`src/rtl/instr_encoder.sv`:
```
// -----------------------------------------------------------------------------
// instr_encoder
//
// Purpose:
//   Turns field-level instruction requests into 32-bit MIPS-style words and
//   queues them in a small output FIFO. Supported kinds are R-format, lw, sw,
//   beq and, optionally, ori. Unsupported kinds are accepted and dropped.
//   Each dropped request raises err_illegal for one cycle.
//
// Build option:
//   ENCODER_ORI_EN - when defined, kind 4 (ori) is encoded. When undefined,
//                    kind 4 is treated as illegal and no ori opcode logic
//                    exists in the design.
//
// Parameters:
//   DEPTH      - output FIFO entry count (2, 4 or 8).
//
// Ports:
//   clk        in   1   clock, rising edge
//   rst_n      in   1   asynchronous active-low reset
//   req_valid  in   1   request present
//   req_ready  out  1   request can be accepted this cycle
//   req_kind   in   3   0=R, 1=lw, 2=sw, 3=beq, 4=ori, 5..7 illegal
//   req_rs     in   5   rs field
//   req_rt     in   5   rt field
//   req_rd     in   5   rd field (R-format only)
//   req_shamt  in   5   shift amount (R-format only)
//   req_funct  in   6   function field (R-format only)
//   req_imm    in  16   immediate / offset, passed through unmodified
//   out_valid  out  1   out_instr holds a valid word
//   out_ready  in   1   consumer takes the head word
//   out_instr  out 32   encoded word at the FIFO head
//   err_illegal out 1   one-cycle pulse after an illegal request is accepted
//   enc_count  out 16   words pushed since reset (wraps)
// -----------------------------------------------------------------------------
module instr_encoder #(
   parameter int DEPTH = 4
) (
   input  logic        clk,
   input  logic        rst_n,
   input  logic        req_valid,
   output logic        req_ready,
   input  logic [2:0]  req_kind,
   input  logic [4:0]  req_rs,
   input  logic [4:0]  req_rt,
   input  logic [4:0]  req_rd,
   input  logic [4:0]  req_shamt,
   input  logic [5:0]  req_funct,
   input  logic [15:0] req_imm,
   output logic        out_valid,
   input  logic        out_ready,
   output logic [31:0] out_instr,
   output logic        err_illegal,
   output logic [15:0] enc_count
);

   localparam int PTR_W = (DEPTH > 1) ? $clog2(DEPTH) : 1;
   localparam int CNT_W = PTR_W + 1;
   localparam logic [CNT_W-1:0] DEPTH_C = CNT_W'(DEPTH);

   // Returns {legal, word}.
   function automatic logic [32:0] encode(
      input logic [2:0]  kind,
      input logic [4:0]  rs,
      input logic [4:0]  rt,
      input logic [4:0]  rd,
      input logic [4:0]  shamt,
      input logic [5:0]  funct,
      input logic [15:0] imm
   );
      logic [32:0] r;
      r = '0;
      case (kind)
         3'd0:    r = {1'b1, 6'b000000, rs, rt, rd, shamt, funct};
         3'd1:    r = {1'b1, 6'b100011, rs, rt, imm};
         3'd2:    r = {1'b1, 6'b101011, rs, rt, imm};
         3'd3:    r = {1'b1, 6'b000100, rs, rt, imm};
`ifdef ENCODER_ORI_EN
         3'd4:    r = {1'b1, 6'b001101, rs, rt, imm};
`endif
         default: r = '0;
      endcase
      return r;
   endfunction

   logic [31:0]      mem [DEPTH];
   logic [PTR_W-1:0] wr_ptr;
   logic [PTR_W-1:0] rd_ptr;
   logic [CNT_W-1:0] count;
   logic             ready_en;   // held low in reset, set on first edge after
   logic [32:0]      enc;
   logic             legal;
   logic [31:0]      word;
   logic             req_fire;
   logic             push;
   logic             pop;

   always_comb begin
      enc   = encode(req_kind, req_rs, req_rt, req_rd, req_shamt, req_funct, req_imm);
      legal = enc[32];
      word  = enc[31:0];
   end

   // Fullness is judged before any same-cycle pop, so a full FIFO that is
   // draining still refuses this cycle's request.
   assign req_ready = ready_en && (count < DEPTH_C);
   assign out_valid = (count != '0);
   // Masking with occupancy keeps out_instr at zero in reset without
   // resetting the storage array.
   assign out_instr = out_valid ? mem[rd_ptr] : 32'h0;

   assign req_fire = req_valid && req_ready;
   assign push     = req_fire && legal;
   assign pop      = out_valid && out_ready;

   // Control state: pointers, occupancy, counters, error pulse
   always_ff @(posedge clk or negedge rst_n) begin
      if (!rst_n) begin
         ready_en    <= 1'b0;
         wr_ptr      <= '0;
         rd_ptr      <= '0;
         count       <= '0;
         err_illegal <= 1'b0;
         enc_count   <= 16'h0;
      end else begin
         ready_en    <= 1'b1;
         err_illegal <= req_fire && !legal;
         if (push) begin
            wr_ptr    <= wr_ptr + 1'b1;   // power-of-two depth wraps naturally
            enc_count <= enc_count + 16'h1;
         end
         if (pop) begin
            rd_ptr <= rd_ptr + 1'b1;
         end
         case ({push, pop})
            2'b10:   count <= count + 1'b1;
            2'b01:   count <= count - 1'b1;
            default: count <= count;
         endcase
      end
   end

   // Storage: data only, no reset needed
   always_ff @(posedge clk) begin
      if (push) begin
         mem[wr_ptr] <= word;
      end
   end

endmodule

```
`config.mk`:
```
export PLATFORM = sky130hd
export DESIGN_NAME = instr_encoder
export DESIGN_NICKNAME = d
export VERILOG_FILES = /design/src/rtl/instr_encoder.sv
export SDC_FILE = /design/constraint.sdc
export NUM_CORES = 1
export LEC_CHECK = 0
export CAP_MARGIN = 20
export CELL_PAD_IN_SITES_DETAIL_PLACEMENT = 1
export CELL_PAD_IN_SITES_GLOBAL_PLACEMENT = 1
export CORE_ASPECT_RATIO = 0.5
export CORE_MARGIN = 2
export CORE_UTILIZATION = 44
export DETAILED_ROUTE_END_ITERATION = 8
export HOLD_SLACK_MARGIN = 0.1
export PLACE_DENSITY = 0.81
export SLEW_MARGIN = 20
export SYNTH_ARGS = -nofsm -noshare
export SYNTH_HDL_FRONTEND = slang
export SYNTH_SLANG_ARGS = --single-unit
```
`constraint.sdc`:
```
create_clock -name clk -period 3.2 [get_ports clk]
set_input_delay 0.64 -clock clk [delete_from_list [all_inputs] [get_ports clk]]
set_output_delay 0.64 -clock clk [all_outputs]
set_load 0.02 [all_outputs]
```
# Word level (Yosys, flattened, before mapping)
# Memories as Yosys holds them, arrays and structs flattened.
# Index checks and enable logic that the tools add are counted.
word_totals:
  ff_bits: 25
  mem_bits_rw: 128
  inputBits: 49
  elab_cells: 32
  memories: 1
mem_list:
  columns: ["name", "words", "word_bits", "read_ports", "rd_ports_with_merged_regs", "write_ports", "line_no", "rtl"]
  rows:
  - ["mem", 4, 32, 1, 0, 1, "86", "logic [31:0] mem [DEPTH];"]
op_classes:
  add_sub_neg: 5
  magnitude_cmp: 1
  eq_ne: 5
  n_mux: 5
  n_reduce_logical: 9
ops:
  columns: ["op", "count"]
  rows:
  - ["case mux 33 bit (4 select lines)", 1]
  - ["2-to-1 mux 32 bit", 1]
  - ["adder 16 x 1 -> 16 bit, second input constant", 1]
  - ["equality test 3 x 2 -> 1 bit, second input constant", 2]
  - ["case mux 3 bit (2 select lines)", 1]
  - ["logical AND 1 bit", 5]
  - ["adder 2 x 1 -> 2 bit, second input constant", 2]
  - ["adder 3 x 1 -> 3 bit, second input constant", 1]
  - ["equality test 3 x 1 -> 1 bit, second input constant", 1]
  - ["logical NOT 3 bit", 1]
  - ["less-than comparator 3 bit, second input constant", 1]
  - ["nonzero test 3 bit", 1]
  - ["subtractor 3 x 1 -> 3 bit, second input constant", 1]
  - ["equality test 2 x 1 -> 1 bit, second input constant", 1]
  - ["equality test 2 bit, second input constant", 1]
  - ["2-to-1 mux 1 bit", 2]
  - ["nonzero test 2 bit", 1]
  - ["logical NOT 1 bit", 1]

# Longest topological paths before layout
# Gate-level depths: netlist of run 1.
logic_depth:
  depth_word: 6
  depth_mapped: 8

# Worst setup path after synthesis of run 1
# Ideal clock, no wire load.
synth_timing:
  path_kind: "input to register"
  from: "input req_kind[2]"
  to: "memory mem[0][0] (enable)"
  setup_ns: 0.389
  arrival_ns: 2.039
  t_required_ns: 2.811
  slack_ns: 0.772
  cell_stages: 3
  n_path_buf: 1
  path_cell_list: "and4bb_2 -> clkbuf_1 -> and2_1"
synth_between:
  elab_chain_len: 5
  elab_cells_between_ends: 8
synth_rtl:
  columns: ["item", "line_no", "rtl"]
  rows:
  - ["from (decl)", "43", "input logic [2:0] req_kind,"]
  - ["equality test 3 x 2 -> 1 bit (tied with other cells)", "73", "case (kind)"]
  - ["case mux 33 bit (4 select lines) *", "73", null]
  - ["logical AND 1 bit *", "113", "assign push = req_fire && legal;"]
  - ["2-to-1 mux 1 bit *", "145", "if (push) begin"]
  - ["2-to-1 mux 1 bit (not written as such) *", "146", "mem[wr_ptr] <= word;"]
  - ["to (decl)", "86", null]
# Mark *: on every way between the ends. The rest lies on a longest branch, timed or not.

# Worst setup path in the final report of run 1
layout_timing:
  from: "register rd_ptr[0]"
  to: "output out_instr[1]"
layout_between:
  elab_chain_len: 2
layout_rtl:
  columns: ["item", "line_no", "rtl"]
  rows:
  - ["from (decl)", "88", "logic [PTR_W-1:0] rd_ptr;"]
  - ["from (signal assigned)", "133", "rd_ptr <= rd_ptr + 1'b1;"]
  - ["memory read (4 x 32 bit)", null, null]
  - ["2-to-1 mux 32 bit", "110", "assign out_instr = out_valid ? mem[rd_ptr] : 32'h0;"]
  - ["to (decl)", "52", "output logic [31:0] out_instr,"]
# Every way passes these cells.

==> reports/metrics.cfg, run 1 <==
[outcome]
outcome = completed

[synth]
netlist_instances = 360
yosys_warnings = 0
yosysTopAreaCell = edfxtp_1
seq_area_frac_synth_pct = 69.65
synth_top_area_share_pct = 59.05
synthesis.area_sq_um = 5899
synthTopCellsByArea = edfxtp_1, mux4_2, dfrtp_1
synth.distinct_cells = 30
syn_nets = 416
syn_area_per_cell_sq_um = 16.39
ys_seq_elements = 141

[grt]
grt_max_degree = 31
gr-usage-all-layers_pct = 21.82
grt_pass1_wl_um = 22810
grt_pass1_vias = 4069
gr-total-overflow = 0
antenna_found_initial = 0

[worst_setup_path]
critical_path_class = reg2out
ff2ff_path_depth = 9
slowest_stage = clkdlybuf4s50_1
worstPathMaxFanout = 12
worstPathArrival_ps = 2360
cp.required_ps = 2560
cp_cell_sequence = buf_12 -> mux4_2 -> and2_1 -> clkdlybuf4s50_1
endpoint_kind = output pin
crit_family = buffers and inverters
crit_path_start_kind = flop
slowest_delay_ps = 550
path_buf_inv = 2
path_depth = 4

[final_layout]
post_route_cells_drive_above_1_share_pct = 17.14
area_growth_pct = 32.68
final_nets = 533
instances_no_fill = 660
diodes = 0

[clocking]
cts_tree = yes
holdBufCountCts = 0
htreeDepth = 4
cts_made_buffers = 17
insertion_delay_ps = 430
cts_buffer_depth = 2
cts_root_buf = clkbuf_16
cts.clk_slew.worst_paths_ps = 60
cts.sinks = 141

[route]
detail_route.wl_per_cell_um = 21.73
drt-initial-drc-count = 244
vias_per_cell = 5.274
ant_nets = 0
drcViolationCount = 0
num_vias = 3481
first_pass_iters = 4
routed_wl_um = 14340

[placement]
place_inst = 627
dp_hpwl_um = 9015
dp_slack_ps = 443.9
placement.io_buffers = 98
finalWeightedCongestion = 0.7259

[floorplan]
core-area_sq_um = 12880
num_rows = 29
die-area_sq_um = 14410
die_x_um = 167.8
die_height_um = 85.88
boundaryPins = 100
initial_utilization_pct = 45.80

[sta]
relSlewSlack_pct = 50.96
period_minus_slack_ps = 2995
setup_ws_ps = 204.6
finalSetupTns_ps = 0
finalHoldViolCount = 0
final.setup_skew_ps = 8.979
hold_ws_ps = 493.7
fin_crit_sh_pct = 93.61
max_freq_ghz = 0.3338
worstMarginPinSlew_ps = 733.4
maxSlewViolCount = 0
rsz0062_at_grt = no
setup_viol = 0

[flow_run]
maxCapViolCount = 0

[hold_path]
hold_path_class = reg2reg
whs_path_depth = 1

[power_and_ir_drop]
power.density_nw_per_um2 = 841.3
vdd_drop_max_mv = 0.3758
leakage_nw = 2.832

metrics by stage:
step                      area [sq um]  total power [mW]  utilization, %
after floorplan                   5899             3.556               -
after global placement            7193             4.454           55.84
after detailed placement          7193             4.538           55.84
after CTS                         7807             6.619           60.61
after global routing              7828             6.851           60.77
final                             7828             6.585           60.77
routing by layer:
layer | share of wire [%] | track usage (%) | up-vias
li1 | - | - | 1564
met1 | 43 | 26.78 | 1798
met2 | 52 | 38.24 | 93
met3 | 3.0 | 4.338 | 26
met4 | 2.1 | 9.881 | 0
met5 | 0 | 0 | -
cell usage in the layout, fill, tap and decap left out:
cell             count
fa_1                 1
dfrtp_1             24
nor3b_1              1
mux2i_1              1
conb_1               2
ha_1                 6
nand2_1             42
nor2_1               5
inv_1                5
mux4_2              29
dfrtp_4              1
clkinvlp_4           3
and3_1               3
xor2_1               9
buf_12               5
buf_4               14
clkbuf_16           17
inv_6                5
bufinv_16            3
or3_1                1
and2_1              34
nor4_4               2
o21ai_0              1
and4bb_2             1
clkbuf_1             1
xnor2_1             13
clkinv_4             3
edfxtp_1           116
nor3_1               2
and3b_1              1
inv_4                1
nand3_1              8
nor2b_1             11
nand4_1              4
clkdlybuf4s50_1     98
or2_1                1
a21oi_1             16
cell usage after synthesis:
| library cell | count |
|---|---|
| edfxtp_1 | 116 |
| nand2_1 | 42 |
| and2_1 | 34 |
| mux4_2 | 29 |
| dfrtp_1 | 25 |
| a21oi_1 | 16 |
| clkbuf_1 | 13 |
| xnor2_1 | 13 |
| nor2b_1 | 11 |
| xor2_1 | 9 |
| nand3_1 | 8 |
| ha_1 | 6 |
| inv_1 | 5 |
| nor2_1 | 5 |
| nand4_1 | 4 |
| and3_1 | 3 |
| buf_2 | 3 |
| buf_4 | 3 |
| conb_1 | 2 |
| nor3_1 | 2 |
| nor4_4 | 2 |
| and3b_1 | 1 |
| and4bb_2 | 1 |
| fa_1 | 1 |
| inv_4 | 1 |
| mux2i_1 | 1 |
| nor3b_1 | 1 |
| o21ai_0 | 1 |
| or2_1 | 1 |
| or3_1 | 1 |
cells by family (layout without fill, tap and decap cells):
kind of cell    count (synthesis)  count (layout)  synth area share, %
simple gates                  116             116                10.77
xor+xnor                       22              22                3.266
fa+ha+maj                       7               7                1.612
compound gates                 17              17                1.442
buf+inv                        25             155                1.888
mux                            30              30                11.24
flops                         141             141                69.65
other cells                     2               2               0.1273
power breakdown:
part | internal, mW | switching (mW)
registers | 2.13 | 0.111
clock network | 1.24 | 0.803
logic | 1.18 | 1.12
path summary, 6_finish.rpt:
check	startpoint	to	slack, ps
hold reg to reg	enc_count[12]	enc_count[12]	490
hold / removal	enc_count[12]	enc_count[12]	490
min in group asynchronous	rst_n	rd_ptr[0]	650
max in group asynchronous	rst_n	enc_count[12]	1890
setup reg to reg	count[0]	count[2]	800
setup / recovery	rd_ptr[0]	out_instr[1]	200
sequential cells by signal, summed over array words and instances (netlist names):
signal	cells
enc_count	16
count	3
rd_ptr	2
ready_en	1
err_illegal	1
mem	116
wr_ptr	2
final cells by class:
class	count	area (sq um)
flip-flops and latches	141	4113
fillers	1190	5054
repair buffers	117	1186
clock buffers	18	429.2
inverters	6	25.02
multi-input cells	194	1679
well taps	170	212.7
clock inverters	14	182.7
what timing repair did:
action | CTS | global route
buffers inserted | 0 | 1
gates resized for setup | 1 | 0
setup endpoints to repair | 5 | 2
Note: power is estimated with default switching activity, not from simulation.
==> inputs of run 2 (changes only) <==
--- a/config.mk
+++ b/config.mk
@@ -5,6 +5,7 @@
 export SDC_FILE = /design/constraint.sdc
 export NUM_CORES = 1
 export LEC_CHECK = 0
+export ABC_CLOCK_PERIOD_IN_PS = 3000
 export CAP_MARGIN = 20
 export CELL_PAD_IN_SITES_DETAIL_PLACEMENT = 1
 export CELL_PAD_IN_SITES_GLOBAL_PLACEMENT = 1
==> constraint.sdc (replaced) <==
create_clock -name clk -period 3 [get_ports clk]
set_input_delay 0.6 -clock clk [delete_from_list [all_inputs] [get_ports clk]]
set_output_delay 0.6 -clock clk [all_outputs]
set_load 0.02 [all_outputs]
==> reports/metrics.cfg, run 2 (synthesis results as in run 1) <==
[final_layout]
post_route_cells_drive_above_1_share_pct = 16.90  ; -0.24 points
final_nets = 534  ; +0.19%
area_growth_pct = 31.96
final_cell_mix = edfxtp_1, clkdlybuf4s50_1, nand2_1
mostFrequentLayoutCell = edfxtp_1
largest_reg_flops = 116  ; unchanged
top_regs = mem x116, enc_count x16, count x3
largest_register = mem
diodes = 0  ; unchanged

[worst_setup_path]
worstPathMaxFanout = 7  ; -5
cp.required_ps = 2400  ; -160 ps
r2r_start = count[2]
regToRegSetupSlack_ps = 760  ; -40 ps
ff2ff_path_depth = 9  ; unchanged
crit_path_start_kind = flop
worstPathArrival_ps = 2340  ; -20 ps
endpoint_kind = output pin
critical_path_class = reg2out
r2r-end = count[2]

[floorplan]
num_rows = 29  ; unchanged
core-area_sq_um = 12880  ; unchanged
die_x_um = 167.8  ; unchanged
initial_utilization_pct = 45.80  ; unchanged
die-area_sq_um = 14410  ; unchanged
boundaryPins = 100  ; unchanged
die_height_um = 85.88  ; unchanged

[outcome]
outcome = completed

[clocking]
cts_buffer_depth = 2  ; unchanged
cts_made_buffers = 17  ; unchanged
insertion_delay_ps = 420  ; about the same
htreeDepth = 4  ; unchanged
cts.clk_slew.worst_paths_ps = 60  ; about the same
cts_resized = 0  ; -1
cts_tree = yes
cts.sinks = 141  ; unchanged
cts_setup_buffers = 0  ; unchanged
cts_root_buf = clkbuf_16

[sta]
relSlewSlack_pct = 60.64  ; +9.7 points
hold_ws_ps = 490.3  ; -3.353 ps
finalHoldViolCount = 0  ; unchanged
worstMarginPinSlew_ps = 590.4  ; -143.0 ps
period_minus_slack_ps = 2938
setup_viol = 0  ; unchanged
fin_crit_sh_pct = 97.95
setup_ws_ps = 61.59  ; -143.0 ps
max_freq_ghz = 0.3403
maxSlewViolCount = 0  ; unchanged
finalSetupTns_ps = 0  ; unchanged
final.setup_skew_ps = 11.48  ; +2.502 ps

[placement]
finalWeightedCongestion = 0.7199  ; -0.83%
dp_hpwl_um = 8923  ; -1.0%
dp_slack_ps = 382.6  ; -61.30 ps
placement.io_buffers = 98  ; unchanged

[grt]
grt_max_degree = 31  ; unchanged
grt_pass1_wl_um = 23030  ; +0.94%
groute.layer.met1.usage_pct = 27.49  ; +0.71 points
use_met2_pct = 37.87  ; -0.38 points
gr-usage-all-layers_pct = 22.22  ; +0.40 points
grt_busiest_layer = met2
grt_util_met3_pct = 5.168  ; +0.83 points
grt_pass1_vias = 4018  ; -1.3%
antenna_found_initial = 0  ; unchanged
gr-total-overflow = 0  ; unchanged

[power_and_ir_drop]
vdd_drop_max_mv = 0.3700  ; -1.5%
power.density_nw_per_um2 = 897.6  ; +6.7%
leakage_nw = 2.830  ; about the same
finalPower_mw = 6.988  ; +6.1%

[hold_path]
hold_start = enc_count[14]
whs_path_depth = 1  ; unchanged
min_to = enc_count[14]
hold_path_class = reg2reg

[flow_run]
maxCapViolCount = 0  ; unchanged

[route]
ant_nets = 0  ; unchanged
routed_wl_um = 14930  ; +4.1%
detail_route.wl_per_cell_um = 22.59  ; +4.0%
drt-initial-drc-count = 243  ; -0.41%
drcViolationCount = 0  ; unchanged
num_vias = 3536  ; +1.6%
vias_per_cell = 5.349  ; +1.4%
first_pass_iters = 4  ; unchanged

-- run 2: cell count changes in the layout (fill, tap and decap cells not counted) --
cell	previous run	this run
buf_12	5	1
buf_4	14	18
inv_6	5	2
clkinv_1	0	2
clkinv_2	0	2
clkinvlp_4	3	1
clkbuf_16	17	18
clkinv_4	3	4
dfrtp_2	0	1
dfrtp_4	1	0
-- run 2: how the worst max path moves through the flow --
| stage | startpoint | to | cells past startpoint |
|---|---|---|---|
| after global placement | req_kind[2] | count[2] | 9 |
| final | rd_ptr[0] | out_instr[12] | 4 |
| after CTS | rd_ptr[0] | out_instr[31] | 4 |
| after detailed placement | req_kind[2] | count[2] | 9 |
| after global routing | rd_ptr[0] | out_instr[12] | 4 |
| after floorplan | req_kind[2] | mem[0][0] | 3 |
-- run 2: metrics by stage --
stage          std cells  instance area [sq um]  util (%)
3_5_place_dp         628                   7163     55.61
4_1_cts              660                   7760     60.24
6_report             661                   7785     60.44
2_1_floorplan        360                   5899         -
5_1_grt              661                   7785     60.44
3_3_place_gp         628                   7163     55.61
-- run 2: per-layer routing --
layer / up-vias / part of all wire, %
met4: 0 / 2.8
met3: 33 / 3.6
met5: - / 0
li1: 1570 / -
met1: 1832 / 42
met2: 101 / 51
-- run 2: repair_timing --
action | 4_1_cts | 5_1_grt
hold buffers | 0 | 0
endpoints found under the hold margin | 0 | 0
endpoints found under the setup margin | 0 | 6
-- run 2: area by class of cell --
type | instances | area (sq um)
Timing Repair Buffer | 118 | 1161
Clock inverter | 14 | 167.7
Tap cell | 170 | 212.7
Multi-Input combinational cell | 194 | 1679
Fill cell | 1173 | 5096
Clock buffer | 18 | 429.2
Inverter | 6 | 25.02
Sequential cell | 141 | 4110
-- run 2: power breakdown --
group	leakage (nW)	switching [mW]	internal [mW]	total [mW]
Combinational	1.15	1.21	1.25	2.47
Clock	0.290	0.832	1.31	2.14
Sequential	1.39	0.115	2.27	2.38
Total	2.83	2.16	4.83	6.99
-- run 2: critical path, cell delays in order (launching register included) --
cell and delay (ps):
dfrtp_2 450, buf_4 230, mux4_2 520, and2_1 170, clkdlybuf4s50_1 550
